File: src/rtl/spike_event_arbiter.sv
// Round-robin serialiser for neuron onset/offset spikes. Each neuron keeps one pending
// slot per event type so events survive output backpressure; the output is a valid/ready register.
module spike_event_arbiter #(
    parameter int NUM_NEURONS = 8,
    parameter int ID_WIDTH    = 3,
    parameter int DROP_WIDTH  = 16
) (
    input  logic                   clk,
    input  logic                   reset,
    input  logic [NUM_NEURONS-1:0] spike_valid,
    input  logic [NUM_NEURONS-1:0] spike_on_off,
    output logic                   out_valid,
    input  logic                   out_ready,
    output logic [ID_WIDTH-1:0]    out_id,
    output logic                   out_on_off,
    output logic [DROP_WIDTH-1:0]  drop_count,
    input  logic                   drop_clear
);

    localparam int CNT_W = $clog2(NUM_NEURONS + 1);

    logic [NUM_NEURONS-1:0] pend_on, pend_off, first_off, req;
    logic [NUM_NEURONS-1:0] pend_on_nx, pend_off_nx, first_off_nx;
    logic [ID_WIDTH-1:0]    ptr, ptr_next, gnt_id, scan_idx;
    logic                   gnt_found, gnt_type, load;
    logic [CNT_W-1:0]       drop_num;
    logic [DROP_WIDTH-1:0]  drop_nx;

    function automatic logic [DROP_WIDTH-1:0] sat_add(input logic [DROP_WIDTH-1:0] base,
                                                      input logic [CNT_W-1:0] inc);
        logic [DROP_WIDTH:0] sum;
        sum = {1'b0, base} + (DROP_WIDTH+1)'(inc);
        return sum[DROP_WIDTH] ? '1 : sum[DROP_WIDTH-1:0];
    endfunction

    assign req  = pend_on | pend_off;
    assign load = (!out_valid || out_ready) && (|req);

    always_comb begin
        gnt_found = 1'b0;
        gnt_id    = '0;
        scan_idx  = ptr;
        for (int k = 0; k < NUM_NEURONS; k++) begin
            if (!gnt_found && req[scan_idx]) begin
                gnt_found = 1'b1;
                gnt_id    = scan_idx;
            end
            scan_idx = (scan_idx == ID_WIDTH'(NUM_NEURONS - 1)) ? '0 : scan_idx + ID_WIDTH'(1);
        end
        // When both slots are full the older one goes first.
        gnt_type = (pend_on[gnt_id] && pend_off[gnt_id]) ? !first_off[gnt_id] : pend_on[gnt_id];
        ptr_next = (gnt_id == ID_WIDTH'(NUM_NEURONS - 1)) ? '0 : gnt_id + ID_WIDTH'(1);
    end

    always_comb begin
        pend_on_nx   = pend_on;
        pend_off_nx  = pend_off;
        first_off_nx = first_off;
        drop_num     = '0;
        for (int i = 0; i < NUM_NEURONS; i++) begin
            if (load && gnt_id == ID_WIDTH'(i)) begin
                if (gnt_type) begin
                    pend_on_nx[i]   = 1'b0;
                    first_off_nx[i] = 1'b1;
                end else begin
                    pend_off_nx[i]  = 1'b0;
                    first_off_nx[i] = 1'b0;
                end
            end
            // A slot freed by this cycle's grant can take the new event immediately.
            if (spike_valid[i]) begin
                if (spike_on_off[i]) begin
                    if (pend_on_nx[i]) begin
                        drop_num = drop_num + CNT_W'(1);
                    end else begin
                        pend_on_nx[i] = 1'b1;
                        if (!pend_off_nx[i]) first_off_nx[i] = 1'b0;
                    end
                end else begin
                    if (pend_off_nx[i]) begin
                        drop_num = drop_num + CNT_W'(1);
                    end else begin
                        pend_off_nx[i] = 1'b1;
                        if (!pend_on_nx[i]) first_off_nx[i] = 1'b1;
                    end
                end
            end
        end
        drop_nx = sat_add(drop_clear ? '0 : drop_count, drop_num);
    end

    always_ff @(posedge clk) begin
        if (reset) begin
            pend_on    <= '0;
            pend_off   <= '0;
            first_off  <= '0;
            ptr        <= '0;
            out_valid  <= 1'b0;
            out_id     <= '0;
            out_on_off <= 1'b0;
            drop_count <= '0;
        end else begin
            pend_on    <= pend_on_nx;
            pend_off   <= pend_off_nx;
            first_off  <= first_off_nx;
            drop_count <= drop_nx;
            if (load) begin
                out_valid  <= 1'b1;
                out_id     <= gnt_id;
                out_on_off <= gnt_type;
                ptr        <= ptr_next;
            end else if (out_ready) begin
                out_valid <= 1'b0;
            end
        end
    end

endmodule
File: config.mk
export PLATFORM = sky130hd
export DESIGN_NAME = spike_event_arbiter
export DESIGN_NICKNAME = d
export VERILOG_FILES = /design/src/rtl/spike_event_arbiter.sv
export SDC_FILE = /design/constraint.sdc
export NUM_CORES = 1
export LEC_CHECK = 0
export CAP_MARGIN = 10
export CORE_MARGIN = 3
export CORE_UTILIZATION = 59
export DETAILED_ROUTE_END_ITERATION = 10
export GPL_ROUTABILITY_DRIVEN = 0
export GPL_TIMING_DRIVEN = 0
export PLACE_DENSITY = 0.81
export SLEW_MARGIN = 10
export SYNTH_ARGS = -nofsm -noshare
export SYNTH_HDL_FRONTEND = slang
export SYNTH_SLANG_ARGS = --single-unit
File: constraint.sdc
create_clock -name clk -period 12 [get_ports clk]
set_clock_uncertainty 0.15 [all_clocks]
set_input_delay 3 -clock clk [delete_from_list [all_inputs] [get_ports clk]]
set_output_delay 3 -clock clk [all_outputs]
set_load 0.02 [all_outputs]
## Word level (Yosys, flattened, before mapping)

Cells that the tools add are included.

| operators by class | value |
|---|---|
| reductions and logical operators | 30 |
| magnitude comparators | 9 |
| muxes and demuxes | 203 |
| bitwise operators | 1 |
| $add $sub $neg | 16 |
| equal/unequal tests | 14 |

Operators with widths:

| cell | count |
|---|---|
| two-way mux 1 bit | 144 |
| two-way mux 4 bit | 30 |
| two-way mux 3 bit | 16 |
| less-than comparator 3 x 4 -> 1 bit (second input constant) | 9 |
| binary-select mux 1 bit (select 3 bit) | 11 |
| equality test 3 bit (second input constant) | 11 |
| two-way mux 16 bit | 2 |
| adder 4 x 1 -> 4 bit (second input constant) | 7 |
| adder 3 x 1 -> 3 bit (second input constant) | 8 |
| adder 16 x 4 -> 17 bit | 1 |
| logical AND 1 bit | 17 |
| zero test 1 bit | 9 |
| OR 8 bit | 1 |
| OR reduction 8 bit | 1 |
| equality test 3 x 2 -> 1 bit (second input constant) | 2 |
| equality test 3 x 1 -> 1 bit (second input constant) | 1 |
| zero test 3 bit | 1 |
| nonzero test 2 bit | 1 |
| logical OR 1 bit | 1 |

| storage, ports and cells | value |
|---|---|
| input bits | 20 |
| flip-flop bits (word level) | 48 |
| output and inout bits | 21 |

## Logic depth before layout (Yosys ltp)

| depth | value |
|---|---|
| depth in word-level cells | 64 |
| depth in mapped cells | 41 |
| gate-level depth less buffers | 37 |

## Worst setup path before layout

No wires, ideal clock.

| timing | value |
|---|---|
| kind | input port to flip-flop |
| start point | input out_ready |
| end point | register drop_count[9] |
| setup time | 0.065 ns |
| stages | 30 |
| slack | 3.084 ns |
| data required time | 11.785 ns |
| buffers on the path | 0 |
| arrival | 8.701 ns |
| cells stage by stage | nor2b_1 -> nor2_1 -> nand2_1 -> o41ai_2 -> o32ai_1 -> xnor2_2 -> inv_1 -> ha_1 -> mux2_2 -> xor2_1 -> ha_1 -> inv_1 -> o22a_1 -> xnor2_1 -> mux2_2 -> ha_1 -> inv_1 -> a221oi_1 -> ha_1 -> mux2_2 -> ha_1 -> a21o_1 -> a21oi_1 -> nor2b_1 -> o21ai_0 -> inv_1 -> and3_1 -> xnor2_1 -> o21a_1 -> nor2_1 |

| on the way | value |
|---|---|
| word-level cells in the longest chain between the ends | 37 |

Ends and longest elaborated chain:

| what | line | RTL |
|---|---|---|
| start, declared | 13 | `input logic out_ready,` |
| logical OR 1 bit (*) | 37 | `assign load = (!out_valid \|\| out_ready) && (\|req);` |
| logical AND 1 bit (*) | 37 |  |
| logical AND 1 bit | 61 | `if (load && gnt_id == ID_WIDTH'(i)) begin` |
| two-way mux 1 bit | 61 |  |
| two-way mux 1 bit (on tied branches) | 80, 73 |  |
| two-way mux 4 bit | 72 | `if (spike_on_off[i]) begin` |
| two-way mux 4 bit | 71 | `if (spike_valid[i]) begin` |
| adder 4 x 1 -> 4 bit | 74, 81 |  |
| [21 not listed] | -- |  |
| two-way mux 4 bit | 72 |  |
| two-way mux 4 bit | 71 |  |
| adder 4 x 1 -> 4 bit | 74, 81 |  |
| two-way mux 4 bit (on tied branches) | 80, 73 |  |
| two-way mux 4 bit | 72 |  |
| two-way mux 4 bit (*) | 71 |  |
| adder 16 x 4 -> 17 bit (*) | 32 | `sum = {1'b0, base} + (DROP_WIDTH+1)'(inc);` |
| two-way mux 16 bit (*) | 33 | `return sum[DROP_WIDTH] ? '1 : sum[DROP_WIDTH-1:0];` |
| end signal, assigned | 106 | `drop_count <= drop_nx;` |
| end, declared | 16 | `output logic [DROP_WIDTH-1:0] drop_count,` |

Every way passes the cells marked *; elsewhere a longest branch is shown, timed or not.
A chain may end at the register's enable or synchronous reset.

## Final worst setup path

| timing | value |
|---|---|
| start point | register ptr[0] |
| end point | register drop_count[9] |

| on the way | value |
|---|---|
| word-level cells in the longest chain between the ends | 63 |

Ends and longest elaborated chain:

| what | line | RTL |
|---|---|---|
| start, declared | 24 | `logic [ID_WIDTH-1:0] ptr, ptr_next, gnt_id, scan_idx;` |
| start signal, assigned | 111 | `ptr <= ptr_next;` |
| branches (longest 23 deep; another with adder 3 x 1 -> 3 bit) | -- |  |
| two-way mux 3 bit (*) | 44 | `if (!gnt_found && req[scan_idx]) begin` |
| net gnt_id[0] | 24 |  |
| binary-select mux 1 bit (select 3 bit) | 51 | `gnt_type = (pend_on[gnt_id] && pend_off[gnt_id]) ? !first_off[gnt_id] : pend_on[gnt_id];` |
| two-way mux 1 bit (implied by the code) | 51 |  |
| zero test 1 bit / logical AND 1 bit (equally long branches) | 51 |  |
| two-way mux 1 bit | 51 |  |
| two-way mux 1 bit | 62 | `if (gnt_type) begin` |
| [26 not listed] | -- |  |
| two-way mux 4 bit | 72 |  |
| two-way mux 4 bit | 71 |  |
| adder 4 x 1 -> 4 bit | 74, 81 |  |
| two-way mux 4 bit (on tied branches) | 80, 73 |  |
| two-way mux 4 bit | 72 |  |
| two-way mux 4 bit (*) | 71 |  |
| adder 16 x 4 -> 17 bit (*) | 32 |  |
| two-way mux 16 bit (*) | 33 |  |

Mark *: on every way through the listed nets, which the timed path passes. The select of a mux whose other input is x is not followed.

==> summary.md <==
| Metric | Value |
|---|---|
| Most common cell after layout, fill and taps aside | nor2_1 |
| Dpl hpwl | 9500 um |
| P_leak | approximately 0.0021 uW |
| Final hold slack | approximately 0.33 ns |
| Post-synth top flop | dfxtp_1 |
| Post-synthesis sequential area ratio | between 20% and 30% |
| Setup Fix Bufs, Post-CTS | 0 |
| CTS tree | built |
| Largest stage delay, worst path | just over 0.6 ns |
| Nets | 658 |
| Vias in the first global route | around 4.2k |
| Worst endpoint required time | 12.04 ns |
| Wire per inst | 17.1 um |
| Rows | 31 |
| Most frequent cells in the layout | nor2_1 (54), nand2_1 (50), dfxtp_1 (48) |
| Post-route cell area | ~0.0052 sq mm |
| Post-CTS resize count | 0 |
| Cells after Synth | about 570 |
| Initial antenna violation count | 0 |
| CTS buffer count | 5 |
| FILL cells | 604 |
| Aggregate global routing overflow | 0 |
| Syn_area_per_cell | 8.06 sq um |
| Sequential Area | ~960 sq um |
| DRT Pass-1 Iters | 5 |
| Final number of max-transition violations | 0 |
| Gr usage total | approximately 28% |
| Syn-to-layout area delta | 14.0% |
| Multi-input logic area | between 0.003 and 0.004 sq mm |
| Crit path kind | reg -> reg |
| Final cell count without fillers | ~720 |
| Worst setup EP type | flop |
| Post-route minimum period | between 10 and 15 ns |
| Final Cycle Share | 86.2% |
| Skew-Pair Late Insertion Delay | about 0.31 ns |
| Worst Tran Pin Value | roughly 0.68 ns |
| Initial Util | between 60% and 70% |
| CTS clock-pin slew for the worst setup and hold paths | around 0.10 ns |
| Status | finished clean |
| H-tree depth | 2 |
| Inst Count DP | 707 |
| Port buffer count | 40 |
| Number of flops mapped to enable cells by yosys | 0 |
| Post-route ant nets | 0 |
| Width of the die | ~94 um |
| Largest net degree at the start of global routing | 17 |
| CTS Sinks | 48 |
| Flops & latches, synth | 48 |
| Worst Path Max Fanout | 10 |
| Hold buffers post-CTS | 0 |
| Clk buf depth | 2 |
| Syn. warnings | 0 |
| Initial DRC count | 377 |
| Final setup vio count | 0 |
| First-pass GRT wire length | 20000 um |
| Critical path arrival | 10.39 ns |
| Max Cap Viol | 0 |
| Layout cells sized above 1 | between 10% and 20% |
| Post-synthesis cell type count | 80 |
| Core Area | about 0.0074 sq mm |
| Vias per cell | roughly 6.4 |
| DRC | 0 |
| Cell Area, Placed | just over 0.005 sq mm |
| Via count | roughly 4.5k |
| Setup crit start kind | flop |
| Asr flop ratio synth | 0% |
| Drt total wl | 12200 um |
| Pwr/cell area | approximately 320 mW/mm^2 |
| Die H | about 94 um |
| Post-synthesis net count | roughly 610 |
| FMAX | just under 100 MHz |
| R2r setup slk | around 1.7 ns |
| VDD IR-drop max | ~160 uV |
| Slew HR | between 50% and 60% |
| Place WS | ~1.7 ns |
| Die ar. | approximately 0.0089 sq mm |
| Hold Crit Class | reg -> reg |
| Crit-path slowest cell | o32ai_1 |
| Boundary pin count | between 40 and 50 |
| Mapped Area | between 0.004 and 0.005 sq mm |
| CTS root buffer | clkbuf_8 |
| RSZ-0062 raised after global routing | no |
| Fin Setup TNS | 0 ns |
| Setup WS post-layout | roughly 1.7 ns |
| Final hold vios | 0 |
| Diode count | 0 |
==> per-layer routing <==
layer / wire length [um] / up-vias / GRT usage (%)
met2: 5830 / 192 / 47.0
met1: 5350 / 2142 / 36.8
li1: - / 2178 / -
met5: 0 / - / 0
met4: 301 / 0 / 10.2
met3: 718 / 29 / 3.61
==> cell families (layout without fill, tap and decap cells) <==
kind of cell,Yosys count,after routing,share of synthesized area [%]
mux,33,33,10.0
compound gates,157,157,24.4
buf+inv,48,96,4.76
xor+xnor,32,32,7.55
flops,48,48,21.0
fa+ha+maj,23,23,6.45
simple gates,227,227,25.9
==> worst max-delay path: cells and delay by family (launching register included) <==
kind                       cells  cell delay [ns]
DFF                            1             0.59
AOI/OAI and AO/OA             10             2.87
and+or+nand+nor                5             1.08
xor gates and xnor gates       6             1.51
muxes                          4             1.25
adders and majority gates      6             1.66
buffers and inverters          8             1.11
==> metrics by stage <==
step           power [uW]  util (%)
5_1_grt              1780      70.8
3_3_place_gp         1470      69.2
2_1_floorplan        1220         -
4_1_cts              1640      70.8
3_5_place_dp         1500      69.2
6_report             1660      70.8
==> area by class of cell <==
cell class | count | share of cell area [%]
Timing Repair Buffer | 40 | 7.67
Multi-Input combinational cell | 472 | 65.1
Sequential cell | 48 | 18.4
Tap cell | 99 | 2.37
Clock buffer | 5 | 1.32
Inverter | 26 | 1.87
Clock inverter | 3 | 0.911
Buffer | 22 | 2.30
==> state kept, by name, summed over array words and instances, names as in the netlist <==
signal,cells
out_on_off,1
ptr,3
out_valid,1
pend_off,8
first_off,8
out_id,3
pend_on,8
drop_count,16
==> worst paths after layout <==
path / from / to / cells after the start
worst max-delay path: ptr[0] / drop_count[9] / 39
worst max register to register: ptr[0] / drop_count[9] / 39
worst min register to register: out_id[0] / out_id[0] / 2
worst min-delay path: out_id[0] / out_id[0] / 2
==> cells in the mapped netlist (8+ instances only) <==
library cell	n	area [sq um]
nor2_1	54	203
nand2_1	50	188
dfxtp_1	48	961
a21oi_1	42	210
inv_1	23	86.3
ha_1	22	275
o21ai_0	21	105
nand3_1	20	100
nand2b_1	18	113
mux2i_1	17	170
nor2b_1	16	100
xor2_1	14	123
xnor2_1	12	105
clkbuf_1	11	41.3
nor3_1	11	55.1
and3_1	10	62.6
or2_2	10	62.6
mux4_2	9	203
a21boi_0	8	60.1
a21o_1	8	60.1
and2_1	8	50.1
==> power breakdown <==
part / internal [uW] / total [uW] / switching [uW]
combinational: 524 / 1310 / 790
sequential: 192 / 224 / 31.8
clock: 62.9 / 123 / 60.3
total: 779 / 1660 / 882
Power figures use the tool's default switching activity.
